### config.mk
export PLATFORM = sky130hd
export DESIGN_NAME = reg_dest_scoreboard
export DESIGN_NICKNAME = d
export VERILOG_FILES = /design/src/rtl/reg_dest_scoreboard_pkg.sv /design/src/rtl/reg_pend_counter.sv /design/src/rtl/reg_dest_scoreboard.sv
export SDC_FILE = /design/constraint.sdc
export NUM_CORES = 1
export LEC_CHECK = 0
export ABC_CLOCK_PERIOD_IN_PS = 4050
export BUFFER_PORTS_ARGS = -buffer_cell sky130_fd_sc_hd__buf_2
export CAP_MARGIN = 20
export CORE_ASPECT_RATIO = 0.9
export CORE_MARGIN = 2
export CORE_UTILIZATION = 35
export CTS_CLUSTER_DIAMETER = 50
export DETAILED_ROUTE_END_ITERATION = 7
export GPL_ROUTABILITY_DRIVEN = 0
export PLACE_DENSITY = 0.57
export SLEW_MARGIN = 40
export SYNTH_ARGS = -nofsm -noshare
export SYNTH_HDL_FRONTEND = slang
export SYNTH_SLANG_ARGS = --single-unit
### constraint.sdc
create_clock -name clk -period 4.05 [get_ports clk]
set_input_delay 0.2025 -clock clk [delete_from_list [all_inputs] [get_ports clk]]
set_output_delay 0.2025 -clock clk [all_outputs]
set_load 0.05 [all_outputs]
### src/rtl/reg_dest_scoreboard_pkg.sv
// rtl/reg_dest_scoreboard_pkg.sv - shared register-address types and scoreboard constants
package reg_dest_scoreboard_pkg;

  localparam int NUM_REGS  = 32;
  localparam int REG_AW    = 5;
  localparam int DEF_CNT_W = 2;

  // Register address, shared with the destination-select mux and the register file
  typedef logic [REG_AW-1:0] reg_addr_t;

  localparam reg_addr_t ZERO_REG = 5'd0;

endpackage

### src/rtl/reg_pend_counter.sv
// rtl/reg_pend_counter.sv - saturating-safe pending-write counter for one register
module reg_pend_counter
  import reg_dest_scoreboard_pkg::*;
#(
  parameter int CNT_W = DEF_CNT_W
) (
  input  logic             clk,
  input  logic             rst_n,
  input  logic             inc,
  input  logic             dec,
  input  logic             flush,
  output logic [CNT_W-1:0] cnt,
  output logic             nonzero,
  output logic             full
);

  logic [CNT_W-1:0] r_cnt;
  logic             w_inc;
  logic             w_dec;

  // Upstream never increments a full counter, but guard both directions so it can never wrap
  assign w_inc = inc & ~full;
  assign w_dec = dec & nonzero;

  // Count in-flight writes; flush drops everything, simultaneous inc/dec cancel
  always_ff @(posedge clk) begin
    if (!rst_n) begin
      r_cnt <= '0;
    end else if (flush) begin
      r_cnt <= '0;
    end else if (w_inc && !w_dec) begin
      r_cnt <= r_cnt + CNT_W'(1);
    end else if (w_dec && !w_inc) begin
      r_cnt <= r_cnt - CNT_W'(1);
    end
  end

  assign cnt     = r_cnt;
  assign nonzero = (r_cnt != '0);
  assign full    = (r_cnt == {CNT_W{1'b1}});

endmodule

### src/rtl/reg_dest_scoreboard.sv
// rtl/reg_dest_scoreboard.sv - in-flight register write tracker driving decode stall
module reg_dest_scoreboard
  import reg_dest_scoreboard_pkg::*;
#(
  parameter int CNT_W    = DEF_CNT_W,
  parameter int NUM_REGS = reg_dest_scoreboard_pkg::NUM_REGS
) (
  input  logic                clk,
  input  logic                rst_n,
  input  logic                flush,
  input  logic                iss_valid,
  input  logic                iss_wen,
  input  reg_addr_t           iss_dest,
  input  reg_addr_t           iss_rs,
  input  reg_addr_t           iss_rt,
  output logic                iss_accept,
  output logic                stall,
  input  logic                wb_valid,
  input  reg_addr_t           wb_dest,
  output logic                rs_busy,
  output logic                rt_busy,
  output logic [NUM_REGS-1:0] busy_vec,
  output logic                wb_err
);

  logic [CNT_W-1:0]    w_cnt [NUM_REGS];
  logic [NUM_REGS-1:0] w_nonzero;
  logic [NUM_REGS-1:0] w_full;
  logic                w_dest_full;
  logic                w_iss_write;
  logic                w_wb_orphan;
  logic                r_wb_err;

  // Register 0 is hardwired and never tracked
  assign w_cnt[0]     = '0;
  assign w_nonzero[0] = 1'b0;
  assign w_full[0]    = 1'b0;

  // One pending counter per architectural register 1..NUM_REGS-1
  for (genvar g = 1; g < NUM_REGS; g++) begin : g_cnt
    logic w_inc;
    logic w_dec;
    assign w_inc = w_iss_write & (iss_dest == reg_addr_t'(g));
    assign w_dec = wb_valid & (wb_dest == reg_addr_t'(g));
    reg_pend_counter #(
      .CNT_W(CNT_W)
    ) u_cnt (
      .clk    (clk),
      .rst_n  (rst_n),
      .inc    (w_inc),
      .dec    (w_dec),
      .flush  (flush),
      .cnt    (w_cnt[g]),
      .nonzero(w_nonzero[g]),
      .full   (w_full[g])
    );
  end

  // Lookups read registered state only, so a write-back releases busy one cycle later
  assign rs_busy     = (w_cnt[iss_rs] != '0);
  assign rt_busy     = (w_cnt[iss_rt] != '0);
  assign busy_vec    = w_nonzero;
  assign w_dest_full = iss_wen & (iss_dest != ZERO_REG) & w_full[iss_dest];
  assign stall       = iss_valid & (rs_busy | rt_busy | w_dest_full);
  assign iss_accept  = iss_valid & ~stall;
  assign w_iss_write = iss_accept & iss_wen & (iss_dest != ZERO_REG);

  // A write-back with nothing pending is only excused by a same-cycle issue to that register
  assign w_wb_orphan = wb_valid & (wb_dest != ZERO_REG) & ~w_nonzero[wb_dest]
                     & ~(w_iss_write & (iss_dest == wb_dest));

  // Sticky error flag; flush leaves it alone so the fault stays visible
  always_ff @(posedge clk) begin
    if (!rst_n) begin
      r_wb_err <= 1'b0;
    end else if (w_wb_orphan) begin
      r_wb_err <= 1'b1;
    end
  end

  assign wb_err = r_wb_err;

endmodule

==> flow_metrics.py <==
metrics = {
    "status": {
        "status": "completed",
    },
    "synthesis": {
        "syn_nets": 765,
        "yosys_warnings": 0,
        "async_flop_share_pct": 0,
        "yosysSeqAreaShare_pct": 23.3,
        "synth_area_per_cell_um2": 7.66,
        "synth-edff-count": 0,
        "netlist_instances": 708,
        "ys.flop_type": "dfxtp_1",
        "synthDistinctLibCells": 58,
        "synth-seq-cells": 63,
        "synth_area_um2": 5420,
    },
    "min_path": {
        "min_path_type": "in -> reg",
    },
    "detailed_routing": {
        "drc": 0,
        "ant_nets": 0,
        "vias_per_cell": 5.49,
        "wl_um": 16800,
        "post_drt_wl_per_cell_um": 18.3,
        "dr.pass1.iters": 4,
        "drt_iter0_markers": 443,
        "vias": 5048,
    },
    "die": {
        "die_x_um": 135,
        "dieArea_um2": 16500,
        "rows": 43,
        "core_um2": 15300,
        "initial_core_util_pct": 35.5,
        "io_pins": 63,
        "die_h_um": 122,
    },
    "clock_tree": {
        "cts-root-buf": "clkbuf_16",
        "cts_made_buffers": 9,
        "post_cts_buffers": 0,
        "clkSinkCount": 63,
        "insertion_delay_ns": 0.34,
        "path_clk_slew_ns": 0.05,
        "tritoncts": "done",
        "ctsHoldBuffers": 0,
        "h-tree-depth": 3,
        "cts_buffer_depth": 2,
        "ctsResizeCount": 0,
    },
    "power": {
        "p_seq_share_pct": 40.3,
        "p_int_w": 0.00110,
        "ir_drop_mv": 0.205,
        "combPwrFrac_pct": 15.7,
        "p_leak_nw": 2.38,
        "p_sw_share_pct": 29.3,
        "p_per_area_nw_per_um2": 263,
        "p_switching_w": 0.000454,
        "p_clk_share_pct": 43.9,
    },
    "sta": {
        "skew_ns": 0.00787,
        "fin_crit_ns": 3.66,
        "setup_viol_count_final": 0,
        "drv_slew": 0,
        "clock.fmax_mhz": 274,
        "tightest_slew_ns": 0.844,
        "min_period_over_period_pct": 90.3,
        "rsz0062_at_grt": "no",
        "tns_ns": 0,
        "whs_ns": 0.164,
        "finalHoldViolCount": 0,
        "relSlewSlack_pct": 43.6,
    },
    "global_routing": {
        "grt_overflow": 0,
        "antenna_found_initial": 0,
        "grt_pass1_vias": 4686,
        "grt_pass1_wl_um": 26100,
        "grt_use_total_pct": 20.9,
        "grt_max_degree": 63,
    },
    "finish": {
        "layout.nets": 771,
        "antenna_cells": 0,
        "synthToLayoutAreaGrowth_pct": 8.75,
        "layout_common_cells": "nand2_1, nor2_1, xor2_1, dfxtp_1, buf_2",
        "final_common_cell": "nand2_1",
        "drive_gt1_share_pct": 16.7,
    },
    "placed_design": {
        "dpl.hpwl_um": 12700,
        "io_buffer_count": 61,
    },
    "setup_path": {
        "path_max_fanout": 17,
        "worstSetupStartpointType": "register",
        "crit_required_ns": 4.32,
        "worst_ep_arrival_time_ns": 3.93,
        "cp-end-kind": "register",
        "crit_type": "reg -> reg",
    },
    "flow_run": {
        "drv_cap": 0,
    },
}
## area by class of cell
class | count | area [um^2]
Fill cell | 1620 | 9380
Inverter | 21 | 78.8
Tap cell | 202 | 253
Multi-Input combinational cell | 548 | 3660
Sequential cell | 63 | 1260
Timing Repair Buffer | 71 | 393
Clock inverter | 2 | 10.0
Clock buffer | 12 | 236
## metal layers
| metal | track usage [%] | vias to the layer above | part of all wire (%) |
|---|---|---|---|
| li1 | - | 2477 | - |
| met5 | 0 | - | 0 |
| met4 | 9.05 | 0 | 3.2 |
| met1 | 29.8 | 2346 | 49 |
| met3 | 6.03 | 33 | 7.9 |
| met2 | 29.1 | 192 | 40 |
## power groups by stage
stage | Sequential [W] | Combinational (W) | Clock [W]
floorplan | 0.000641 | 0.000160 | 0
global placement | 0.000638 | 0.000240 | 0
detailed placement | 0.000638 | 0.000239 | 0
CTS | 0.000624 | 0.000240 | 0.000700
global route | 0.000624 | 0.000259 | 0.000728
finish | 0.000625 | 0.000244 | 0.000681
## worst paths after layout
path	from	end	slack [ns]	cells past startpoint
worst min register to register	g_cnt[2].u_cnt.cnt[1]	g_cnt[2].u_cnt.cnt[1]	0.49	2
worst max-delay path	g_cnt[1].u_cnt.cnt[0]	g_cnt[22].u_cnt.cnt[1]	0.39	10
worst min-delay path	rst_n	wb_err	0.16	2
worst max register to register	g_cnt[1].u_cnt.cnt[0]	g_cnt[22].u_cnt.cnt[1]	0.39	10
## state kept, by name, indices dropped and copies added (netlist names)
| signal | cells |
|---|---|
| g_cnt.u_cnt.cnt | 62 |
| wb_err | 1 |
## stage by stage
step                      total power (W)  instances  cell area (um^2)  utilization [%]  setup slack [ns]
after floorplan                  0.000800        708              5420                -             0.799
after global placement           0.000877        905              5650             37.0             0.496
after detailed placement         0.000877        905              5650             37.0             0.427
after CTS                         0.00157        919              5900             38.6             0.414
after global routing              0.00161        919              5900             38.6             0.230
final                             0.00155        919              5900             38.6             0.394
## worst max-delay path, cell delays in order (launching register included)
cell	delay, ns
dfxtp_1	0.35
or3_1	0.38
a32oi_1	0.26
o22ai_1	0.13
or4_4	0.55
a211oi_4	0.39
nand3_4	0.30
a2111oi_2	0.37
ha_1	0.32
or3_1	0.38
a21oi_1	0.14
## Yosys cell counts, types with 6 or more instances
library cell | n | share of area [%]
a22oi_1 | 7 | 0.97
mux4_2 | 10 | 4.2
ha_1 | 31 | 7.2
nor4_1 | 7 | 0.81
nand3_1 | 47 | 4.3
nand2_1 | 70 | 4.8
o21ai_0 | 34 | 3.1
nor2b_1 | 9 | 1.0
nand4_1 | 7 | 0.81
inv_1 | 19 | 1.3
and2_1 | 6 | 0.69
clkbuf_1 | 39 | 2.7
a21oi_1 | 38 | 3.5
nor2_1 | 66 | 4.6
dfxtp_1 | 63 | 23
buf_4 | 32 | 4.4
o211ai_1 | 7 | 0.97
nand2b_1 | 10 | 1.2
xor2_1 | 63 | 10
or3_1 | 33 | 3.8
nor3_2 | 9 | 1.7
nor3_1 | 16 | 1.5
or2_1 | 17 | 2.0
## cells by family after synthesis
kind of cell,Yosys count,share of synthesized area (%)
AND/OR/NAND/NOR,314,30.1
multiplexers,15,5.12
buffers and inverters,97,9.25
adder cells (fa/ha/maj),31,7.15
other,1,0.0692
XOR/XNOR,67,10.8
AO/OA/AOI/OAI,120,14.2
flip-flops,63,23.3
(Power assumes the default switching activity.)
